### src/rtl/hazard_ctrl.sv
// -----------------------------------------------------------------------------
// hazard_ctrl
//
// Pipeline hazard controller for a five-stage in-order core. It turns the
// hazard conditions seen in ID/EX/MEM into stage-register load enables and
// bubble (flush) controls. All outputs are combinational from the current
// state and the inputs, so a hazard is acted on in the same cycle it appears.
//
// Parameters
//   REDIRECT_PENALTY  extra fetch-bubble cycles after a redirect (0..7)
//   MEM_TIMEOUT       consecutive mem_busy_i cycles before err_o sets (1..65535)
//
// Ports
//   clk_i, rst_ni          clock, asynchronous active-low reset
//   id_rs1_i, id_rs2_i     source registers of the instruction in ID
//   ex_rd_i                destination register of the instruction in EX
//   ex_mem_read_i          EX instruction is a load
//   ex_redirect_i          taken branch / jump / return resolved in EX
//   mem_busy_i             data memory not ready this cycle
//   pc_en_o .. mem_wb_en_o stage register load enables
//   if_id_flush_o          load a bubble into IF/ID
//   id_ex_flush_o          load a bubble into ID/EX
//   state_o                current FSM state
//   err_o                  sticky memory-timeout flag
//
// Optional feature (macro HAZARD_CTRL_PERF_EN)
//   stall_cnt_o     load-use stall cycles
//   redirect_cnt_o  redirects accepted
//   busy_cnt_o      freeze cycles
//   All three saturate at 32'hFFFFFFFF and are zeroed by reset.
//
// state    | meaning
// ---------+-------------------------------------------------------------
// RUN      | normal flow; load-use stalls handled without a state change
// PENALTY  | fetch bubbles after a redirect; pen_cnt_q cycles remain
// MEM_WAIT | pipeline frozen on mem_busy_i; pen_cnt_q keeps the penalty
//          | count that was pending when the freeze began
// 2'b11    | unreachable; recovers to RUN on the next edge
// -----------------------------------------------------------------------------
module hazard_ctrl #(
  parameter int unsigned REDIRECT_PENALTY = 1,
  parameter int unsigned MEM_TIMEOUT      = 255
) (
  input  logic        clk_i,
  input  logic        rst_ni,
  input  logic [4:0]  id_rs1_i,
  input  logic [4:0]  id_rs2_i,
  input  logic [4:0]  ex_rd_i,
  input  logic        ex_mem_read_i,
  input  logic        ex_redirect_i,
  input  logic        mem_busy_i,
  output logic        pc_en_o,
  output logic        if_id_en_o,
  output logic        id_ex_en_o,
  output logic        ex_mem_en_o,
  output logic        mem_wb_en_o,
  output logic        if_id_flush_o,
  output logic        id_ex_flush_o,
  output logic [1:0]  state_o,
  output logic        err_o
`ifdef HAZARD_CTRL_PERF_EN
  ,
  output logic [31:0] stall_cnt_o,
  output logic [31:0] redirect_cnt_o,
  output logic [31:0] busy_cnt_o
`endif
);

  typedef enum logic [1:0] {
    RUN      = 2'b00,
    PENALTY  = 2'b01,
    MEM_WAIT = 2'b10,
    ILLEGAL  = 2'b11
  } state_e;

  localparam logic [2:0]  PEN_LOAD = 3'(REDIRECT_PENALTY);
  localparam logic [15:0] TIMEOUT  = 16'(MEM_TIMEOUT);

  state_e      state_q, state_d;
  logic [2:0]  pen_cnt_q, pen_cnt_d;
  logic [15:0] wd_cnt_q, wd_cnt_d;
  logic        err_q, err_d;

  logic        load_use;
  logic        in_penalty;
  logic        ev_stall, ev_redirect, ev_busy;

  logic        pc_en, if_id_en, id_ex_en, ex_mem_en, mem_wb_en;
  logic        if_id_flush, id_ex_flush;

  // A load whose destination is read by the instruction in ID. x0 is never
  // a real dependency, so it cannot stall.
  assign load_use = ex_mem_read_i && (ex_rd_i != 5'd0) &&
                    ((ex_rd_i == id_rs1_i) || (ex_rd_i == id_rs2_i));

  // Leaving MEM_WAIT behaves like whichever state the freeze interrupted,
  // which is recoverable from the preserved penalty count alone.
  always_comb begin
    in_penalty = 1'b0;
    case (state_q)
      PENALTY:  in_penalty = 1'b1;
      MEM_WAIT: in_penalty = (pen_cnt_q != 3'd0);
      default:  in_penalty = 1'b0;
    endcase
  end

  always_comb begin
    state_d     = state_q;
    pen_cnt_d   = pen_cnt_q;
    pc_en       = 1'b1;
    if_id_en    = 1'b1;
    id_ex_en    = 1'b1;
    ex_mem_en   = 1'b1;
    mem_wb_en   = 1'b1;
    if_id_flush = 1'b0;
    id_ex_flush = 1'b0;
    ev_stall    = 1'b0;
    ev_redirect = 1'b0;
    ev_busy     = 1'b0;

    if (mem_busy_i) begin
      // Freeze: nothing moves and nothing is flushed, so the pipeline
      // contents survive the wait untouched.
      pc_en     = 1'b0;
      if_id_en  = 1'b0;
      id_ex_en  = 1'b0;
      ex_mem_en = 1'b0;
      mem_wb_en = 1'b0;
      ev_busy   = 1'b1;
      if (state_q == ILLEGAL) begin
        state_d   = RUN;
        pen_cnt_d = 3'd0;
      end else begin
        state_d = MEM_WAIT;
      end
    end else if (state_q == ILLEGAL) begin
      state_d   = RUN;
      pen_cnt_d = 3'd0;
    end else if (ex_redirect_i) begin
      if_id_flush = 1'b1;
      id_ex_flush = 1'b1;
      ev_redirect = 1'b1;
      pen_cnt_d   = PEN_LOAD;
      state_d     = (PEN_LOAD != 3'd0) ? PENALTY : RUN;
    end else if (in_penalty) begin
      // ID only ever holds a bubble here, so load-use is not evaluated.
      if_id_flush = 1'b1;
      pen_cnt_d   = pen_cnt_q - 3'd1;
      state_d     = (pen_cnt_q == 3'd1) ? RUN : PENALTY;
    end else if (load_use) begin
      pc_en       = 1'b0;
      if_id_en    = 1'b0;
      id_ex_flush = 1'b1;
      ev_stall    = 1'b1;
      state_d     = RUN;
    end else begin
      state_d = RUN;
    end
  end

  // Watchdog counts consecutive busy cycles and saturates at the timeout.
  always_comb begin
    wd_cnt_d = 16'd0;
    if (mem_busy_i) begin
      wd_cnt_d = (wd_cnt_q >= TIMEOUT) ? wd_cnt_q : (wd_cnt_q + 16'd1);
    end
    err_d = err_q || (wd_cnt_d == TIMEOUT);
  end

  always_ff @(posedge clk_i or negedge rst_ni) begin
    if (!rst_ni) begin
      state_q   <= RUN;
      pen_cnt_q <= 3'd0;
      wd_cnt_q  <= 16'd0;
      err_q     <= 1'b0;
    end else begin
      state_q   <= state_d;
      pen_cnt_q <= pen_cnt_d;
      wd_cnt_q  <= wd_cnt_d;
      err_q     <= err_d;
    end
  end

  // While reset is held every stage loads a bubble and nothing advances.
  always_comb begin
    if (!rst_ni) begin
      pc_en_o       = 1'b0;
      if_id_en_o    = 1'b0;
      id_ex_en_o    = 1'b0;
      ex_mem_en_o   = 1'b0;
      mem_wb_en_o   = 1'b0;
      if_id_flush_o = 1'b1;
      id_ex_flush_o = 1'b1;
    end else begin
      pc_en_o       = pc_en;
      if_id_en_o    = if_id_en;
      id_ex_en_o    = id_ex_en;
      ex_mem_en_o   = ex_mem_en;
      mem_wb_en_o   = mem_wb_en;
      if_id_flush_o = if_id_flush;
      id_ex_flush_o = id_ex_flush;
    end
  end

  assign state_o = state_q;
  assign err_o   = err_q;

`ifdef HAZARD_CTRL_PERF_EN
  logic [31:0] stall_cnt_q, redirect_cnt_q, busy_cnt_q;

  always_ff @(posedge clk_i or negedge rst_ni) begin
    if (!rst_ni) begin
      stall_cnt_q    <= 32'd0;
      redirect_cnt_q <= 32'd0;
      busy_cnt_q     <= 32'd0;
    end else begin
      if (ev_stall && (stall_cnt_q != 32'hFFFF_FFFF)) begin
        stall_cnt_q <= stall_cnt_q + 32'd1;
      end
      if (ev_redirect && (redirect_cnt_q != 32'hFFFF_FFFF)) begin
        redirect_cnt_q <= redirect_cnt_q + 32'd1;
      end
      if (ev_busy && (busy_cnt_q != 32'hFFFF_FFFF)) begin
        busy_cnt_q <= busy_cnt_q + 32'd1;
      end
    end
  end

  assign stall_cnt_o    = stall_cnt_q;
  assign redirect_cnt_o = redirect_cnt_q;
  assign busy_cnt_o     = busy_cnt_q;
`else
  logic unused_ev;
  assign unused_ev = ev_stall ^ ev_redirect ^ ev_busy;
`endif

endmodule

### config.mk
export PLATFORM = sky130hd
export DESIGN_NAME = hazard_ctrl
export DESIGN_NICKNAME = d
export VERILOG_FILES = /design/src/rtl/hazard_ctrl.sv
export SDC_FILE = /design/constraint.sdc
export NUM_CORES = 1
export LEC_CHECK = 0
export CAP_MARGIN = 20
export CORE_MARGIN = 4
export CORE_UTILIZATION = 37
export CTS_BUF_LIST = sky130_fd_sc_hd__clkbuf_16
export DETAILED_ROUTE_END_ITERATION = 10
export GPL_ROUTABILITY_DRIVEN = 0
export GPL_TIMING_DRIVEN = 0
export SLEW_MARGIN = 20
export SYNTH_ARGS = -nofsm -noshare
export SYNTH_HDL_FRONTEND = slang
export SYNTH_SLANG_ARGS = --single-unit
### constraint.sdc
create_clock -name clk_i -period 3.02 [get_ports clk_i]
set_clock_uncertainty 0.15 [all_clocks]
set_input_delay 0.755 -clock clk_i [delete_from_list [all_inputs] [get_ports clk_i]]
set_output_delay 0.755 -clock clk_i [all_outputs]
set_load 0.01 [all_outputs]
==> summary.txt <==
Placed design
  – Port bufs: 29
  – Dpl ws: -1.11 ns
  – Post-detail-place hpwl: 2350 um
  – Placement Cell Area: around 1800 sq um

Synth
  – Cells after Synth: between 100 and 150
  – Syn_nets: 169
  – Area share of the largest cell type after synthesis: 0.391
  – Netlist cell types: 43
  – Post-synth EDFFs: 0
  – Mapped Area: between 1000 and 1500 sq um
  – Yosys top cell by area: dfrtp_1
  – Post-synth ARST share: 1.00
  – Synth Register Bits: 22
  – Syn Area/Cell: ~9.9 sq um
  – Area contributors post-synth: dfrtp_1, ha_1, and2_1
  – Seq/Total Area, Yosys: 0.391
  – Ys Warns: 0
  – Top FF cell, synth: dfrtp_1

Clocking
  – Clock sink count: 22
  – TritonCTS clock tree: yes
  – Worst-Skew Late Latency: 0.25 ns
  – H-tree Lvls: 1
  – Root buf cell: clkbuf_16
  – Reg clk slew, reported paths: roughly 0.06 ns
  – Num CTS Buffers: 3
  – Clk buf depth: 2

Die
  – Cell Rows: 22
  – Die height: 69.7 um
  – Starting density of the core: 0.385
  – Chip width: ~70 um
  – I/O pin cnt: 30
  – CORE AREA: ~3700 sq um
  – Die area: a little under 5000 sq um

Critical path
  – CP required: between 2 and 2.5 ns
  – Nature of the critical path startpoint: primary input
  – FF-to-FF End: err_o
  – Critical path capture point type: output port
  – Setup slack, reg-to-reg: 1.07 ns
  – Type of the worst setup path: primary input to output port
  – Crit path max fanout: 3
  – Worst R2R Path Depth: 6
  – Reg2reg start: wd_cnt_q[0]
  – Worst Path Arrival: 2.05 ns

Timing
  – Fmax: roughly 340 MHz
  – Relative slew slack: 0.717
  – Final min period: around 3.0 ns
  – Least-Margin Pin Slew: 0.424 ns
  – Final period utilization: 0.979
  – Slew Limit Fails: 0
  – Final Hold Fails: 0
  – Final setup viols: 0
  – RSZ-0062 raised after global routing: true
  – Setup WS post-layout: between 0.06 and 0.07 ns

Power and ir drop
  – Switching Share: 0.248
  – Clock share of power: 0.420
  – Net Switching: 217 uW
  – Sequential Power Share: 0.370
  – Comb pwr share: 0.210
  – Power Density: about 460 nW/um^2
  – P_leak: approximately 0.0009 uW
  – Internal cell power: approximately 660 uW
  – Maximum VDD drop: between 0.2 and 0.25 mV

Drt
  – Post-route DRC: 0
  – DRT iter0 DRCs: 27
  – Top sig layer: met4
  – Initial DRT Pass Iterations: 4
  – DR vias: about 1100
  – Average wire per cell in the routed design: between 10 and 15 um
  – M1 wire length: roughly 1300 um
  – Via density: a little over 5
  – DR WL met3: slightly above 90 um
  – Post-route ant nets: 0
  – Final WL: about 3100 um
  – DR WL met2: approximately 1600 um

Final layout
  – Nets: a little over 200
  – Area growth from synthesis to layout: 35.2%
  – Diodes inserted: 0
  – Final instance area: around 1900 sq um
  – Share of layout cells above drive strength 1: 0.257
  – Commonest cells after routing, fill and taps aside: dfrtp_1, and2_1, nand2_1
  – Commonest non-fill, non-tap cell in the layout: dfrtp_1

GRT
  – Initial antenna violation count: 0
  – Total track usage: 0.131
  – Vias in the first global route: 1176
  – Grt total ovfl: 0
  – Global-route wire length before repair: around 5200 um
  – Largest net degree at the start of global routing: 26

Outcome
  – Status: finished, final reports clean

Worst hold path
  – Min-Delay Path Class: primary input to asynchronous set/reset pin

Job
  – Max_cap viols: 0
-- worst max-delay path by stage --
stage / start / end / slack [ns] / depth (start not counted)
after floorplan: ex_rd_i[4] / pc_en_o / 0.28 / 6
after global placement: rst_ni / pc_en_o / -1.08 / 5
after detailed placement: rst_ni / pc_en_o / -1.11 / 5
after CTS: id_rs2_i[1] / pc_en_o / -0.09 / 7
after global routing: ex_rd_i[4] / id_ex_flush_o / -0.03 / 8
final: ex_rd_i[4] / id_ex_flush_o / 0.06 / 8
-- worst max-delay path, cell delays in order --
cell and delay (ns):
buf_8 0.11, xnor2_2 0.16, nand3_1 0.11, nor3_2 0.20, o221ai_2 0.13, buf_4 0.15, o41ai_2 0.27, buf_2 0.18
-- power groups by stage --
stage	Clock, uW	Sequential, uW	Combinational [uW]
2_1_floorplan	0	327	97.4
3_3_place_gp	0	328	165
3_5_place_dp	0	329	173
4_1_cts	374	324	173
5_1_grt	390	326	205
6_report	368	324	184
-- final cells by class --
| cell class | instances | area, sq um |
|---|---|---|
| buffer | 6 | 33.8 |
| fill | 334 | 1760 |
| sequential | 22 | 551 |
| inverter | 8 | 30.0 |
| clock buffer | 3 | 75.1 |
| tap | 48 | 60.1 |
| timing repair buffer | 30 | 253 |
| clock inverter | 1 | 30.0 |
| multi-input combinational | 105 | 872 |
-- routing by layer --
metal / global-route usage / vias up
met1: 0.148 / 550
met3: 0.0246 / 5
li1: - / 563
met4: 0.0489 / 0
met2: 0.243 / 13
met5: 0 / -
-- Yosys cell counts, types with 2 or more instances --
cell       n
nor4_4     2
dfrtp_1   22
ha_1       7
nor3_2     2
buf_4      3
nand3_1    5
nor3_1     5
clkbuf_1   3
a21oi_1    7
nor2b_1    2
nand2b_1   2
nor2_1     3
nand2_1   10
xor2_1     8
a21boi_0   2
o21ai_0    4
xnor2_1    7
inv_1      8
a21o_1     2
a31oi_1    2
or4_1      2
and2_1    13
-- cell families after synthesis --
group,count (synthesis),share of synthesized area
DFF,22,0.391
adders and majority gates,7,0.0622
buffers and inverters,15,0.0480
xor gates and xnor gates,15,0.0933
AOI/OAI and AO/OA,28,0.152
and+or+nand+nor,55,0.254
-- metrics by stage --
| step | total power [uW] | cells | util | hold WS, ns | TNS, ns |
|---|---|---|---|---|---|
| floorplan | 425 | 142 | - | 0.309 | 0 |
| global placement | 493 | 219 | 0.481 | 0.323 | -5.89 |
| detailed placement | 502 | 219 | 0.481 | 0.337 | -6.18 |
| CTS | 870 | 223 | 0.510 | 0.249 | -0.0881 |
| global route | 921 | 223 | 0.520 | 0.258 | -0.0415 |
| finish | 876 | 223 | 0.520 | 0.234 | 0 |
-- state kept, by name (all words and copies together), names as in the netlist --
name,cells
wd_cnt_q,16
state_o,2
err_o,1
pen_cnt_q,3
-- repair_timing --
action | 4_1_cts | 5_1_grt
pin swaps | 11 | 13
setup endpoints to repair | 7 | 4
hold buffers | 0 | 0
gates resized for setup | 63 | 25
setup buffers | 1 | 0
Note: power is estimated with default switching activity, not from simulation.
